$ cat config.mk
export PLATFORM = sky130hd
export DESIGN_NAME = uart_tx_arbiter
export DESIGN_NICKNAME = d
export VERILOG_FILES = /design/src/rtl/uart_pkg.sv /design/src/rtl/uart_tx_arbiter_rr_pick.sv /design/src/rtl/uart_tx_arbiter.sv
export SDC_FILE = /design/constraint.sdc
export NUM_CORES = 1
export LEC_CHECK = 0
export CORE_UTILIZATION = 25
export CTS_CLUSTER_DIAMETER = 100
export DETAILED_ROUTE_END_ITERATION = 8
export PLACE_DENSITY_LB_ADDON = 0.2
export SLEW_MARGIN = 20
export SYNTH_ARGS = -nofsm -noshare
export SYNTH_HDL_FRONTEND = slang
export SYNTH_HIERARCHICAL = 1
export SYNTH_SLANG_ARGS = --single-unit
$ cat constraint.sdc
create_clock -name clk -period 3.8 [get_ports clk]
set_input_delay 0.76 -clock clk [delete_from_list [all_inputs] [get_ports clk]]
set_output_delay 0.76 -clock clk [all_outputs]
set_load 0.005 [all_outputs]
$ cat src/rtl/uart_pkg.sv
// Shared types and defaults for the UART transmit arbiter.
package uart_pkg;

    localparam int NUM_REQ_DEF = 4;

    typedef enum logic [1:0] {
        ST_IDLE      = 2'd0,
        ST_SEND      = 2'd1,
        ST_WAIT_DONE = 2'd2,
        ST_LOCK      = 2'd3
    } arb_state_t;

endpackage

$ cat src/rtl/uart_tx_arbiter_rr_pick.sv
// Round-robin winner search: first requester strictly after rr_ptr, wrapping.
// Purely combinational; no backpressure of its own.
module rr_pick #(
    parameter int NUM_REQ = 4,
    parameter int IDX_W   = 2
) (
    input  logic [NUM_REQ-1:0] req,
    input  logic [IDX_W-1:0]   rr_ptr,
    output logic [IDX_W-1:0]   win_idx,
    output logic               found
);
    logic [IDX_W:0] cand;

    // Walk from farthest to nearest so the nearest requester after rr_ptr wins.
    always_comb begin
        win_idx = '0;
        found   = 1'b0;
        cand    = '0;
        for (int k = NUM_REQ; k >= 1; k--) begin
            cand = {1'b0, rr_ptr} + (IDX_W+1)'(k);
            if (cand >= (IDX_W+1)'(NUM_REQ)) begin
                cand = cand - (IDX_W+1)'(NUM_REQ);
            end
            if (req[cand[IDX_W-1:0]]) begin
                win_idx = cand[IDX_W-1:0];
                found   = 1'b1;
            end
        end
    end

endmodule

$ cat src/rtl/uart_tx_arbiter.sv
// Packet-locked round-robin arbiter feeding one UART transmitter (abort watchdog: UART_ARB_TIMEOUT_EN).
// Latency: byte on tx_valid one clk after its transfer; at least 2 clk overhead per byte.
// Backpressure: req_ready only in IDLE (winner) or LOCK (owner); held off while a frame is in flight.
module uart_tx_arbiter
    import uart_pkg::*;
#(
    parameter int NUM_REQ        = NUM_REQ_DEF,
    parameter int TIMEOUT_CYCLES = 2_000_000
) (
    input  logic                 clk,
    input  logic                 rst,
    input  logic [NUM_REQ-1:0]   req_valid,
    input  logic [8*NUM_REQ-1:0] req_data,
    input  logic [NUM_REQ-1:0]   req_last,
    output logic [NUM_REQ-1:0]   req_ready,
    output logic [NUM_REQ-1:0]   grant,
    output logic [7:0]           tx_data,
    output logic                 tx_valid,
    input  logic                 tx_ready,
    output logic                 busy,
    output logic                 err_timeout
);
    localparam int IDX_W = $clog2(NUM_REQ);

    arb_state_t         state_q, state_d;
    logic [NUM_REQ-1:0] grant_q, grant_d;
    logic [IDX_W-1:0]   owner_q, owner_d;
    logic [IDX_W-1:0]   rr_ptr_q, rr_ptr_d;
    logic [7:0]         tx_data_q, tx_data_d;
    logic               tx_valid_q, tx_valid_d;
    logic               last_q, last_d;

    logic [IDX_W-1:0]   win_idx;
    logic               win_found;
    logic [IDX_W-1:0]   src_idx;
    logic               xfer;
    logic [7:0]         src_byte;
    logic               src_last;
    logic               tmo_hit;

    rr_pick #(
        .NUM_REQ (NUM_REQ),
        .IDX_W   (IDX_W)
    ) u_rr_pick (
        .req     (req_valid),
        .rr_ptr  (rr_ptr_q),
        .win_idx (win_idx),
        .found   (win_found)
    );

    always_comb begin
        src_byte = 8'h00;
        src_last = 1'b0;
        for (int i = 0; i < NUM_REQ; i++) begin
            if (src_idx == IDX_W'(i)) begin
                src_byte = req_data[8*i +: 8];
                src_last = req_last[i];
            end
        end
    end

`ifdef UART_ARB_TIMEOUT_EN
    localparam int TMO_W = $clog2(TIMEOUT_CYCLES + 1);

    logic [TMO_W-1:0] tmo_cnt_q, tmo_cnt_d;
    logic             err_timeout_q;

    // Counts every cycle a byte is outstanding; each new transfer restarts it.
    always_comb begin
        tmo_cnt_d = tmo_cnt_q;
        tmo_hit   = 1'b0;
        if (state_q == ST_SEND || state_q == ST_WAIT_DONE) begin
            tmo_hit   = (tmo_cnt_q == TMO_W'(TIMEOUT_CYCLES - 1));
            tmo_cnt_d = tmo_cnt_q + TMO_W'(1);
        end
        if (xfer) begin
            tmo_cnt_d = '0;
        end
    end

    always_ff @(posedge clk) begin
        if (!rst) begin
            tmo_cnt_q     <= '0;
            err_timeout_q <= 1'b0;
        end else begin
            tmo_cnt_q     <= tmo_cnt_d;
            err_timeout_q <= tmo_hit;
        end
    end

    assign err_timeout = err_timeout_q;
`else
    logic unused_tmo_cfg;

    assign tmo_hit        = 1'b0;
    assign err_timeout    = 1'b0;
    assign unused_tmo_cfg = ^TIMEOUT_CYCLES;
`endif

    always_comb begin
        state_d    = state_q;
        grant_d    = grant_q;
        owner_d    = owner_q;
        rr_ptr_d   = rr_ptr_q;
        tx_data_d  = tx_data_q;
        tx_valid_d = tx_valid_q;
        last_d     = last_q;
        req_ready  = '0;
        xfer       = 1'b0;
        src_idx    = win_idx;

        case (state_q)
            ST_IDLE: begin
                if (win_found) begin
                    req_ready = NUM_REQ'(1) << win_idx;
                    xfer      = 1'b1;
                    grant_d   = NUM_REQ'(1) << win_idx;
                    owner_d   = win_idx;
                end
            end
            ST_SEND: begin
                if (!tx_ready) begin
                    tx_valid_d = 1'b0;
                    state_d    = ST_WAIT_DONE;
                end
            end
            ST_WAIT_DONE: begin
                if (tx_ready) begin
                    if (last_q) begin
                        grant_d  = '0;
                        rr_ptr_d = owner_q;
                        state_d  = ST_IDLE;
                    end else begin
                        state_d  = ST_LOCK;
                    end
                end
            end
            ST_LOCK: begin
                // Packet lock: only the owner may continue, however long it takes.
                req_ready = grant_q;
                src_idx   = owner_q;
                xfer      = req_valid[owner_q];
            end
            default: begin
                state_d = ST_IDLE;
            end
        endcase

        if (xfer) begin
            tx_data_d  = src_byte;
            last_d     = src_last;
            tx_valid_d = 1'b1;
            state_d    = ST_SEND;
        end

        if (tmo_hit) begin
            tx_valid_d = 1'b0;
            grant_d    = '0;
            rr_ptr_d   = owner_q;
            state_d    = ST_IDLE;
        end
    end

    always_ff @(posedge clk) begin
        if (!rst) begin
            state_q    <= ST_IDLE;
            grant_q    <= '0;
            owner_q    <= '0;
            rr_ptr_q   <= IDX_W'(NUM_REQ - 1);
            tx_data_q  <= 8'h00;
            tx_valid_q <= 1'b0;
            last_q     <= 1'b0;
        end else begin
            state_q    <= state_d;
            grant_q    <= grant_d;
            owner_q    <= owner_d;
            rr_ptr_q   <= rr_ptr_d;
            tx_data_q  <= tx_data_d;
            tx_valid_q <= tx_valid_d;
            last_q     <= last_d;
        end
    end

    assign grant    = grant_q;
    assign tx_data  = tx_data_q;
    assign tx_valid = tx_valid_q;
    assign busy     = (state_q != ST_IDLE);

endmodule

==> results by group <==
Run status
  • Status: finished, final reports clean

Drt
  • Vias per inst: 4.81
  • WL/cell: 12.6 um
  • Initial DRC count: 63
  • Total Routed Length: 3150 um
  • Total number of vias: 1198
  • First-pass DRT Iterations: 4
  • DRC violations left: 0
  • Post-route ant nets: 0

Global route
  • GR Util All Layers: 12.6%
  • M1 GR Usage: 15.5%
  • Global routing usage on met2: 20.8%
  • Largest net degree at the start of global routing: 12
  • Initial antenna violation count: 0
  • Number of global-route vias before repair: 1136
  • Aggregate global routing overflow: 0
  • Met3 global-route usage: 4.14%
  • First-pass GRT wire length: 5180 um
  • GRT busiest layer: met2

Clock network
  • Worst-Skew Late Latency: 0.26 ns
  • # resized after CTS: 0
  • Clk root buf: clkbuf_8
  • Post-CTS setup buffers: 0
  • # hold bufs at CTS: 0
  • Max clock buf depth: 2
  • Clock sinks: 20
  • CTS tree: built
  • TritonCTS Buffers: 3
  • Clock transition at path regs: 0.07 ns
  • H-tree depth: 1

Run
  • Max cap viols: 0

STA
  • Slew Viols, Final: 0
  • Setup TNS: 0 ns
  • Final setup fails: 0
  • Worst Max-Slew Pin Slew: 0.618 ns
  • Period utilization: 93.3%
  • Max Clk Rate: 282 MHz
  • Slew HR: 58.0%
  • Endpoints failing hold: 0
  • Crit path time final: 3.55 ns
  • Worst clock skew: 0.00346 ns
  • RSZ-0062 raised after global routing: false

Power and ir drop
  • PwrDens: 505 nW/um^2
  • Leak pwr: 0.775 nW
  • IR drop worst, VDD: 0.199 mV

Cells and area
  • Layout Nets: 230
  • Final Util: 41.0%
  • Multi-input logic area: 802 um^2
  • Fillers: 479
  • Ant diodes: 0
  • Sequential standard cell area: 400 um^2
  • Layout cells sized above 1: 8.79%
  • Commonest non-fill, non-tap cell in the layout: clkdlybuf4s50_1
  • Most frequent cells in the layout: clkdlybuf4s50_1, dfxtp_1, nor2_1, a22o_1, a22oi_1
  • Layout area overhead: 56.5%

Floorplanning
  • Die width: 72.9 um
  • Die Ht: 72.9 um
  • I/O pins: 62
  • Std cell rows: 25
  • Core area: 4790 um^2
  • Starting Density: 26.2%
  • DIE AREA: 5310 um^2

Min path
  • Worst min-delay path class: flip-flop to flip-flop

Setup path
  • Kind of critical path: input pin to primary output
  • Worst setup EP type: primary output
  • CP max stage cell: clkdlybuf4s50_1
  • Critical path data required time: 3.04 ns
  • CP delay by family, top: buffers and inverters
  • Critical path peak fanout: 5
  • Crit path buffers/inverters: 2
  • CP max stage delay: 0.50 ns
  • Worst path arrival time: 2.79 ns
  • Crit-path cells: clkdlybuf4s50_1, a21oi_1, a31oi_1, a21oi_1, and3_1, a22oi_1, nor2_1, clkdlybuf4s50_1
  • Startpoint types: input pin

Logic synthesis
  • Post-synth cell types: 33
  • YS warnings: 6
  • Post-Syn Nets: 169
  • Most used DFF post-synth: dfxtp_1
  • Post-synthesis cell area: 1250 um^2
  • Post-Syn Area per Cell: 10.3 um^2
  • EDFF count, synth: 0
  • Post-synthesis cell count: 122
  • #FFs+latches synth: 20
  • Post-synth ARST share: 0%
  • Sequential element share of the synthesized area: 31.9%

Place
  • PortBufs: 60
  • DP HPWL: 2550 um
  • RePlAce Congestion: 0.835
## metrics by stage
stage / total power, mW / setup WS, ns / hold WS [ns] / cell area, um^2 / cells
2_1_floorplan: 0.605 / 1.32 / 0.466 / 1250 / 122
3_3_place_gp: 0.829 / 0.349 / 0.461 / 1910 / 245
3_5_place_dp: 0.832 / 0.248 / 0.464 / 1910 / 245
4_1_cts: 1.00 / 0.245 / 0.488 / 1960 / 249
5_1_grt: 1.07 / 0.106 / 0.499 / 1960 / 249
6_report: 0.992 / 0.253 / 0.482 / 1960 / 249
## per-layer routing
metal,wire [um],share of wire [%]
met1,1350,43
met2,1440,46
met3,318,10
met4,42,1.3
met5,0,0
## final cells by class
class                   count  share of cell area (%)
multi-input cells          92                    40.8
inverters                   6                    1.15
well taps                  67                    4.27
clock buffers               4                    2.80
flip-flops and latches     20                    20.4
repair buffers             60                    30.6
## synth_stat cells, drive strengths merged, types with 2 or more instances
master / number / area (um^2)
dfxtp: 20 / 400
nor2: 15 / 56.3
a22o: 9 / 78.8
mux4: 9 / 214
a21oi: 8 / 43.8
a22oi: 8 / 60.1
mux2i: 8 / 96.3
nand2: 7 / 26.3
inv: 5 / 18.8
nand2b: 5 / 31.3
ha: 4 / 50.1
a21o: 3 / 22.5
buf: 3 / 26.3
nand3: 2 / 10.0
nand3b: 2 / 15.0
o221ai: 2 / 30.0
## flip-flops by register name (all words and copies together) (netlist names)
signal / cells
tx_data: 8
grant: 4
state_q: 2
owner_q: 2
rr_ptr_q: 2
tx_valid: 1
last_q: 1
## worst register-to-register path: stages (launching register included)
cell,delay (ns)
dfxtp_1,0.42
ha_1,0.43
mux2i_4,0.55
mux4_1,0.62
a22o_1,0.19
## power breakdown
group          switching (mW)  internal [mW]
clock network          0.0728         0.0923
registers              0.0502          0.276
logic                   0.211          0.289
total                   0.334          0.658
## final timing paths
check / slack (ns) / end / startpoint / cells after the start
worst max-delay path: 0.25 / req_ready[2] / req_valid[1] / 8
worst max register to register: 1.49 / tx_data[3] / state_q[0] / 4
worst min-delay path: 0.48 / tx_data[6] / tx_data[6] / 1
worst min register to register: 0.48 / tx_data[6] / tx_data[6] / 1
## cell families after synthesis
kind of cell	count (synthesis)	share of synthesized area, %
AOI/OAI and AO/OA	33	20.5
muxes	17	24.7
and+or+nand+nor	37	14.4
other	1	0.299
DFF	20	31.9
adders and majority gates	4	3.99
buffers and inverters	10	4.19
Note: power is estimated with default switching activity, not from simulation.
==> variant 1: new RTL, same flow settings <==
`NUM_REQ_DEF`: 4 -> 8.
--- a/src/rtl/uart_pkg.sv
+++ b/src/rtl/uart_pkg.sv
@@ -1,7 +1,7 @@
 // Shared types and defaults for the UART transmit arbiter.
 package uart_pkg;
 
-    localparam int NUM_REQ_DEF = 4;
+    localparam int NUM_REQ_DEF = 8;
 
     typedef enum logic [1:0] {
         ST_IDLE      = 2'd0,
Ports: changed (5 resized); port bits go from 62 to 110. No check against the original RTL was run, so the function may have changed too.
==> variant 1 against the unedited design <==
  * The run now ends with negative setup slack left
  * Setup slack lost 360 ps
  * Sequential cell count grew 6
  * Critical path depth grew 5
  * Final area grew 130%
  * Area after synthesis grew 110%
  * Routed wire length grew to 2.9 times the old value
  * Global-route usage grew 4.1 points
  * Power grew 83%
  * Critical endpoint is now req_ready[3]
  * Largest cell class unchanged
==> variant 1: results <==
metrics = {
    "synth": {
        "yosys-top-cells-count": "nand2_1 (39), dfxtp_1 (26), nor2_1 (23)",
        "avgSynthCellArea_um2": 8.74,
        "syn-num-nets": 387,
        "synth_compound_area_frac": 0.221,
        "synth.distinct_cells": 47,
        "synth_fa_ha_area_frac": 0.0337,
        "synth_xor_area_frac": 0.0101,
    },
    "critical_path": {
        "timing.rr.start": "rr_ptr_q[0]$_SDFFE_PN1P_",
        "reg2reg_to": "tx_data[1]$_SDFFE_PN0P_",
        "rr_worst_depth": 14,
    },
    "clocking": {
        "clk_pin_slew_ps": 110,
        "post-cts-setup-buffers": 24,
        "ctsResizeCount": 94,
    },
    "routing": {
        "viasPerCell": 5.06,
        "post_drt_wl_per_cell_um": 15.5,
    },
    "run_status": {
        "violations": "negative setup slack",
        "status": "finished, violations left",
    },
    "final_layout": {
        "fin_nets": 547,
        "fin_cells": 589,
    },
    "worst_hold_path": {
        "worstHoldEndpoint": "tx_data[3]$_SDFFE_PN0P_",
        "hold_depth": 2,
        "worstHoldStart": "tx_data[3]$_SDFFE_PN0P_",
    },
    "global_routing": {
        "grt_max_degree": 18,
        "track_usage": 0.168,
        "grt_pass1_wl_um": 14900,
    },
    "timing": {
        "holdWs_ps": 485,
        "setup_ws_ps": -110,
        "setup_violations": 12,
    },
    "pwr": {
        "leakage_uw": 0.00177,
        "vdd_drop_max_mv": 0.206,
    },
    "placement": {
        "dp_slack_ps": -794,
        "gp_congestion": 0.862,
        "hpwlAfterDp_um": 6870,
    },
}
[variant 1: cell count changes after synthesis, moves of 6 or more]
cell,unedited run,this run
nand2_1,7,39
mux4_2,6,21
nor2b_1,0,12
mux2_2,0,11
nand3_1,2,13
o21ai_0,0,11
a22oi_1,8,17
a22o_1,9,1
clkbuf_1,1,9
inv_1,5,13
nor2_1,15,23
a31oi_1,1,8
dfxtp_1,20,26
nor3_1,1,7
[variant 1: layout make-up]
| class | count | area [um2] |
|---|---|---|
| clock buffer | 3 | 41.3 |
| clock inverter | 1 | 30.0 |
| fill | 960 | 5340 |
| inverter | 13 | 48.8 |
| multi-input combinational | 238 | 2150 |
| sequential | 26 | 523 |
| tap | 133 | 166 |
| timing repair buffer | 175 | 1610 |
[variant 1: tightest hold or removal path, cell delays in order (launching register included)]
cell     delay [ps]
dfxtp_1         330
nand2_1          50
o22ai_1          60
[variant 1: worst max-delay path by stage]
stage,startpoint,end,slack [ps],cells after the start
after floorplan,rr_ptr_q[0]$_SDFFE_PN1P_,last_q$_SDFFE_PN0P_,-50,17
after global placement,req_valid[5],req_ready[2],-710,11
after detailed placement,req_valid[4],req_ready[1],-790,13
after CTS,rr_ptr_q[1]$_SDFFE_PN1P_,req_ready[4],-110,13
after global routing,rr_ptr_q[0]$_SDFFE_PN1P_,req_ready[3],-260,14
final,req_valid[5],req_ready[3],-110,13
[variant 1: where the power goes]
group	total (uW)	internal (uW)	switching, uW
Combinational	1170	620	549
Sequential	405	344	61.3
Clock	237	141	95.9
[variant 1: routing by layer]
layer  track usage  share of wire  up-vias
li1              -              -     1440
met1         0.193           0.41     1417
met2         0.310           0.51      118
met3        0.0420          0.068        6
met4        0.0367          0.013        0
met5             0              0        -
==> variant 2: new RTL, config.mk and constraints unchanged <==
Made on the original files. Encoding of `arb_state_t`: now one-hot (4 bits for 4 states).
--- a/src/rtl/uart_pkg.sv
+++ b/src/rtl/uart_pkg.sv
@@ -3,11 +3,11 @@
 
     localparam int NUM_REQ_DEF = 4;
 
-    typedef enum logic [1:0] {
-        ST_IDLE      = 2'd0,
-        ST_SEND      = 2'd1,
-        ST_WAIT_DONE = 2'd2,
-        ST_LOCK      = 2'd3
+    typedef enum logic [3:0] {
+        ST_IDLE      = 4'b0001,
+        ST_SEND      = 4'b0010,
+        ST_WAIT_DONE = 4'b0100,
+        ST_LOCK      = 4'b1000
     } arb_state_t;
 
 endpackage
Formal check against the unedited RTL: no difference found for any inputs over 10 cycles, from zero or initial values and one cycle with rst low; not proved beyond that.
==> variant 2 against the unedited design <==
  * Setup slack gained 17 ps
  * Final area grew 4.7%
  * Sequential cell count grew 2
  * Critical path depth shrank 1
  * First-iteration DRC count grew 27%
  * Routed wire length grew 10%
  * Area after synthesis grew 5.1%
  * Count of clock-buffer cells in the layout shrank 1
Power is not compared: it rests on default switching activity, and its combinational part moved more than twofold at a synthesized area within 25%.
==> variant 2: results <==
metrics = {
    "clocking": {
        "htreeDepth": 1,
        "ctsResizeCount": 0,
        "post-cts-setup-buffers": 0,
        "root_buffer": "clkbuf_8",
        "clk_pin_slew_ps": 80,
    },
    "routing": {
        "drt_wl_total_um": 3480,
        "dr_wl_met3_um": 297,
        "drt_iter0_drc": 80,
        "maxUsedRoutingLayer": "met4",
        "wl_met1_um": 1660,
        "wl_met2_um": 1500,
        "viasPerCell": 4.79,
    },
    "final_layout": {
        "num_antenna_cells": 0,
        "nFillCells": 541,
        "largest_register_ffs": 8,
        "drive_gt1_frac": 0.0882,
        "fin_nets": 248,
    },
    "critical_path": {
        "crit_fanout": 8,
        "rr_worst_depth": 5,
        "cpLargestDelayFamily": "buffers and inverters",
        "critPathMaxStageDelay_ps": 520,
    },
    "global_routing": {
        "use_met1": 0.186,
        "met3_usage": 0.0428,
        "track_usage": 0.136,
        "met2_usage": 0.203,
        "grt_max_degree": 14,
        "grt_pass1_vias": 1270,
        "grt_pass1_wl_um": 5800,
    },
    "synth": {
        "synth.distinct_cells": 44,
        "yosys-top-cells-count": "nand2_1 (23), dfxtp_1 (22), mux2i_1 (11)",
        "syn-num-nets": 188,
        "ys_top_cells_by_area": "dfxtp_1 (33%), mux2i_1 (8.3%), a32o_1 (6.8%)",
        "yosysSeqAreaShare": 0.334,
        "async_flop_share": 0,
    },
    "pwr": {
        "seq_power_share": 0.387,
        "leakage_uw": 0.000783,
        "cell_internal_pwr_uw": 540,
        "power_uw": 736,
    },
    "worst_hold_path": {
        "min_path_type": "reg2reg",
        "hold_depth": 1,
    },
    "placement": {
        "hpwlAfterDp_um": 2660,
        "port_buffers": 60,
        "gp_congestion": 0.740,
    },
    "timing": {
        "clock-skew-final_ps": 5.89,
        "slew_headroom": 0.466,
    },
    "run_status": {
        "status": "finished clean",
    },
}
==> variant 2: cell count changes after synthesis, sizes merged, moves of 4 or more <==
cell   unedited run  this run
ha                4         0
mux4              9         2
nand2             7        23
o22a              0         8
nor2             15         5
nor2b             0         5
a22oi             8         0
a22o              9         1
a32o              0         9
mux2i             8        12
==> variant 2: area by class of cell <==
cell class              instances  area [um2]  share of cell area
clock buffers                   3        41.3              0.0201
clock inverters                 1        30.0              0.0146
inverters                       3        11.3             0.00547
multi-input cells             111         816               0.397
flip-flops and latches         22         440               0.214
well taps                      70        87.6              0.0426
repair buffers                 64         631               0.307
==> variant 2: final timing paths <==
kind / from / endpoint / slack (ps)
max reg2reg: state_q[2]$_SDFFE_PP0P_ / tx_data[1]$_SDFFE_PN0P_ / 1380
min: tx_data[5]$_SDFFE_PN0P_ / tx_data[5]$_SDFFE_PN0P_ / 470
max: req_valid[1] / req_ready[2] / 270
min reg2reg: tx_data[5]$_SDFFE_PN0P_ / tx_data[5]$_SDFFE_PN0P_ / 470
==> variant 2: cells by family (layout without fill, tap and decap cells) <==
| group | Yosys count | after routing | share of synthesized area |
|---|---|---|---|
| multiplexers | 15 | 15 | 0.137 |
| AO/OA/AOI/OAI | 41 | 41 | 0.250 |
| buffers and inverters | 12 | 71 | 0.0474 |
| AND/OR/NAND/NOR | 52 | 52 | 0.215 |
| flip-flops | 22 | 22 | 0.334 |
| other | 1 | 1 | 0.00284 |
| XOR/XNOR | 2 | 2 | 0.0133 |
==> variant 2: metrics by stage <==
step           worst slack, ps  hold slack, ps  area (um2)  instances
2_1_floorplan             1070             466        1320        145
3_3_place_gp               262             451        1990        270
3_5_place_dp               258             459        1990        270
4_1_cts                    245             474        2060        274
5_1_grt                   15.3             483        2060        274
6_report                   270             468        2060        274
